### src/rtl/f1_reaction_monitor.sv
// f1_reaction_monitor: watches the F1 start-light bus for lights out (0xFF -> 0x00),
// then counts 1 ms ticks until the driver presses the button. A press made before
// lights out is flagged as a false start.
module f1_reaction_monitor #(
  parameter int unsigned TIMEOUT_MS = 9999
) (
  input  logic        clk,
  input  logic        rst,
  input  logic        tick,
  input  logic [7:0]  light_in,
  input  logic        button,
  output logic [15:0] reaction_ms,
  output logic        valid,
  output logic        false_start,
  output logic        timeout,
  output logic [2:0]  state
);

  typedef enum logic [2:0] {
    S_IDLE   = 3'd0,
    S_ARMING = 3'd1,
    S_ARMED  = 3'd2,
    S_TIMING = 3'd3,
    S_DONE   = 3'd4,
    S_FAULT  = 3'd5
  } state_t;

  localparam logic [15:0] LP_TIMEOUT = 16'(TIMEOUT_MS);

  state_t      r_state;
  state_t      w_state_next;
  logic        r_sync1;
  logic        r_sync2;
  logic        r_sync3;
  logic        w_press;
  logic [15:0] r_counter;
  logic [15:0] w_counter_next;
  logic [15:0] w_cnt_inc;
  logic [15:0] r_reaction;
  logic [15:0] w_reaction_next;
  logic        r_valid;
  logic        w_valid_next;
  logic        r_false_start;
  logic        w_false_start_next;
  logic        r_timeout;
  logic        w_timeout_next;

  // Rising edge of the synchronised button; a held button yields one press.
  assign w_press = r_sync2 & ~r_sync3;

  // Count including a tick that lands in the same cycle. The FSM leaves TIMING
  // when this reaches LP_TIMEOUT, so the 16-bit counter can never wrap.
  assign w_cnt_inc = r_counter + 16'(tick);

  // Two-flop synchroniser plus a third stage for edge detection.
  always_ff @(posedge clk or negedge rst) begin
    if (!rst) begin
      r_sync1 <= 1'b0;
      r_sync2 <= 1'b0;
      r_sync3 <= 1'b0;
    end else begin
      r_sync1 <= button;
      r_sync2 <= r_sync1;
      r_sync3 <= r_sync2;
    end
  end

  // State, counter and registered outputs.
  always_ff @(posedge clk or negedge rst) begin
    if (!rst) begin
      r_state       <= S_IDLE;
      r_counter     <= 16'd0;
      r_reaction    <= 16'd0;
      r_valid       <= 1'b0;
      r_false_start <= 1'b0;
      r_timeout     <= 1'b0;
    end else begin
      r_state       <= w_state_next;
      r_counter     <= w_counter_next;
      r_reaction    <= w_reaction_next;
      r_valid       <= w_valid_next;
      r_false_start <= w_false_start_next;
      r_timeout     <= w_timeout_next;
    end
  end

  // Next-state and next-output decisions; at most one transition per clock.
  always_comb begin
    w_state_next       = r_state;
    w_counter_next     = r_counter;
    w_reaction_next    = r_reaction;
    w_valid_next       = 1'b0;
    w_false_start_next = r_false_start;
    w_timeout_next     = r_timeout;
    case (r_state)
      S_IDLE: begin
        if (light_in != 8'h00) begin
          w_state_next       = S_ARMING;
          w_false_start_next = 1'b0;
          w_timeout_next     = 1'b0;
        end
      end
      S_ARMING: begin
        if (w_press) begin
          w_state_next       = S_FAULT;
          w_false_start_next = 1'b1;
        end else if (light_in == 8'hFF) begin
          w_state_next = S_ARMED;
        end else if (light_in == 8'h00) begin
          w_state_next = S_IDLE;
        end
      end
      S_ARMED: begin
        // A press coinciding with lights out is still a jump start.
        if (w_press) begin
          w_state_next       = S_FAULT;
          w_false_start_next = 1'b1;
        end else if (light_in == 8'h00) begin
          w_state_next   = S_TIMING;
          w_counter_next = 16'd0;
        end
      end
      S_TIMING: begin
        w_counter_next = w_cnt_inc;
        // Press wins over timeout; both then capture the same value.
        if (w_press) begin
          w_reaction_next = w_cnt_inc;
          w_valid_next    = 1'b1;
          w_state_next    = S_DONE;
        end else if (w_cnt_inc == LP_TIMEOUT) begin
          w_reaction_next = LP_TIMEOUT;
          w_timeout_next  = 1'b1;
          w_valid_next    = 1'b1;
          w_state_next    = S_DONE;
        end
      end
      S_DONE: begin
        if (light_in != 8'h00) begin
          w_state_next       = S_ARMING;
          w_false_start_next = 1'b0;
          w_timeout_next     = 1'b0;
        end
      end
      S_FAULT: begin
        if (light_in == 8'h00) begin
          w_state_next = S_IDLE;
        end
      end
      default: begin
        w_state_next = S_IDLE;
      end
    endcase
  end

  assign reaction_ms = r_reaction;
  assign valid       = r_valid;
  assign false_start = r_false_start;
  assign timeout     = r_timeout;
  assign state       = r_state;

endmodule
### config.mk
export PLATFORM = sky130hd
export DESIGN_NAME = f1_reaction_monitor
export DESIGN_NICKNAME = d
export VERILOG_FILES = /design/src/rtl/f1_reaction_monitor.sv
export SDC_FILE = /design/constraint.sdc
export NUM_CORES = 1
export LEC_CHECK = 0
export ABC_AREA = 1
export CAP_MARGIN = 30
export CORE_MARGIN = 2
export CORE_UTILIZATION = 28
export DETAILED_ROUTE_END_ITERATION = 10
export PLACE_DENSITY = 0.49
export RECOVER_POWER = 50
export SETUP_SLACK_MARGIN = 0.2
export SYNTH_ARGS = -nofsm -noshare
export SYNTH_HDL_FRONTEND = slang
export SYNTH_SLANG_ARGS = --single-unit
### constraint.sdc
create_clock -name clk -period 3.5 [get_ports clk]
set_input_delay 0.7 -clock clk [delete_from_list [all_inputs] [get_ports clk]]
set_output_delay 0.7 -clock clk [all_outputs]
set_load 0.02 [all_outputs]
==> metrics.cfg <==
[sta]
maxSlewHeadroom=-0.448
max_slew.worst_pin.slew_ns=2.17
rsz0062_at_grt=false
setup_violations=0
finalWorstSetupSlack_ns=0.657
period_needed_ns=2.84
fin_crit_sh=0.812
tns_ns=0
fin_worst_skew_ns=0.00726
drv_slew=41
timing.fmax_ghz=0.352
hold_viol_final=0

[logic_synthesis]
synth.top_cell.area_share=0.455
synth.area.top_cells=dfrtp_1, nand2_1, inv_1, a21oi_4, nor2_1
ys.warnings.count=0
seq_area_frac_synth=0.455
yosysUniqueCellTypes=27
ys_async_sr_fraction=1.00
synth.most_common_cell=nand2_1
yosys.area.top_type=dfrtp_1
synth-edff-count=0
synthFlopType=dfrtp_1
synthTopCellsByCount=nand2_1, dfrtp_1, inv_1
avgSynthCellArea_sq_um=8.14
syn_inst=277
synth_nets=291
ys_seq_elements=41
syn_area_sq_um=2250

[critical_path]
r2r_end=reaction_ms[15]
arrival_ns=3.01
r2r_cells=15
worstPathMaxFanout=17
path_class=input pin to flip-flop
reg2reg_slack_ns=1.17
crit_path_end_kind=flip-flop
r2r-start=r_counter[0]
required_ns=3.67
cp-start-kind=input pin

[layout]
final_nets=329
layout-drive-gt1-share=0.117
area_growth_pct=23.4
diodes=0
n_fill_cell=832

[power]
powerDensity_nw_per_um2=629
ir_drop_uv=156
p_leak_nw=1.23

[clock_tree]
cts_tree=done
cts_hold_buf=0
clkTransAtPathRegs_ns=0.08
cts-buffers-inserted=5
clock_latency_ns=0.30
ctsResizeCount=0
clock_path_buffers=2
root_buffer=clkbuf_8
htreeDepth=2
cts_sinks=41
postCtsSetupRepairBufs=0

[floorplanning]
initial_core_util=0.290
io_pins=34
dieArea_sq_um=8790
die_h_microns=93.7
fp.dieW_microns=93.7
fp.coreArea_sq_um=7770
rows=32

[place]
gp_congestion=0.850
pre_cts_ws_ns=0.311
portBuffers=33
hpwl_microns=4040

[worst_hold_path]
min_path_type=input pin to async pin

[outcome]
violations=max-capacitance violations, max-slew violations
status=finished with violations

[detailed_routing]
wl_per_cell_microns=12.9
drc=0
via_count=1916
avgViaCountPerCell=4.58
wirelength_microns=5410
ant_nets=0
first_pass_iters=5
drt_iter0_drc=60

[global_routing]
grt_pass1_vias=1879
grt_max_degree=42
antenna_found_initial=0
grt_usage=0.133
grt_pass1_wl_microns=9020
gr-total-overflow=0

[flow_run]
drv_cap=1

per-stage QoR:
step | hold WS [ns] | power [mW] | area, sq um | instances | util
after global placement | 0.332 | 1.44 | 2680 | 409 | 0.346
after detailed placement | 0.336 | 1.44 | 2680 | 409 | 0.346
after global routing | 0.138 | 1.88 | 2780 | 418 | 0.358
after CTS | 0.355 | 1.78 | 2780 | 417 | 0.358
after floorplan | 0.331 | 1.17 | 2250 | 277 | -
final | 0.155 | 1.75 | 2780 | 418 | 0.358
kinds of logic (layout without fill, tap and decap cells):
group           Yosys count  in the layout  share of synthesized area
compound gates           44             44                      0.151
xor+xnor                  2              2                     0.0111
fa+ha+maj                 2              2                     0.0111
buf+inv                  43             82                     0.0788
flops                    41             41                      0.455
simple gates            145            145                      0.293
report_power, final:
group	leakage [nW]	total [mW]	internal, mW	switching [mW]
combinational	0.680	0.715	0.299	0.417
sequential	0.500	0.702	0.596	0.106
clock	0.0512	0.333	0.160	0.173
total	1.23	1.75	1.05	0.696
worst max path at each step:
stage	start	to	slack (ns)	cells past startpoint
floorplan	tick	reaction_ms[4]	1.11	16
global placement	tick	reaction_ms[15]	0.33	16
detailed placement	tick	reaction_ms[15]	0.31	16
CTS	tick	reaction_ms[15]	0.63	16
global route	tick	reaction_ms[15]	0.38	16
finish	tick	reaction_ms[15]	0.66	16
layout make-up:
class                   count  area (sq um)  area share
multi-input cells         193          1050       0.378
flip-flops and latches     41          1030       0.369
repair buffers             35           335       0.121
inverters                  39           146      0.0526
well taps                 102           128      0.0459
clock buffers               6          82.6      0.0297
clock inverters             2          13.8     0.00495
metal layers:
layer  up-vias  part of all wire  track usage
met5         -                 0            0
met4         0            0.0094       0.0399
met3         5             0.029       0.0297
met2        29              0.45        0.201
met1       907              0.51        0.188
li1        975                 -            -
placed cells by master, fill, tap and decap left out, types with 4 or more instances in the layout:
cell type / instances
nand2_2: 8
dfrtp_1: 41
dlygate4sd3_1: 8
a21oi_4: 8
nand2_1: 63
o22ai_1: 11
clkbuf_8: 6
a21oi_1: 4
nand3_1: 21
nand4_1: 10
clkdlybuf4s50_1: 24
inv_1: 38
nor2_1: 33
nor2_2: 4
o21ai_0: 15
critical path, cell delays in order:
cell,delay (ns)
clkdlybuf4s50_1,0.46
ha_1,0.19
ha_1,0.27
nand2_2,0.10
nor2_2,0.18
nand2_1,0.08
nand2_1,0.08
nand2_1,0.07
nor2_1,0.08
nand3_1,0.07
nor2_1,0.15
nand2_2,0.10
nand2_2,0.08
nand2_4,0.19
nand2_1,0.13
o21ai_0,0.08
Power figures use the tool's default switching activity.
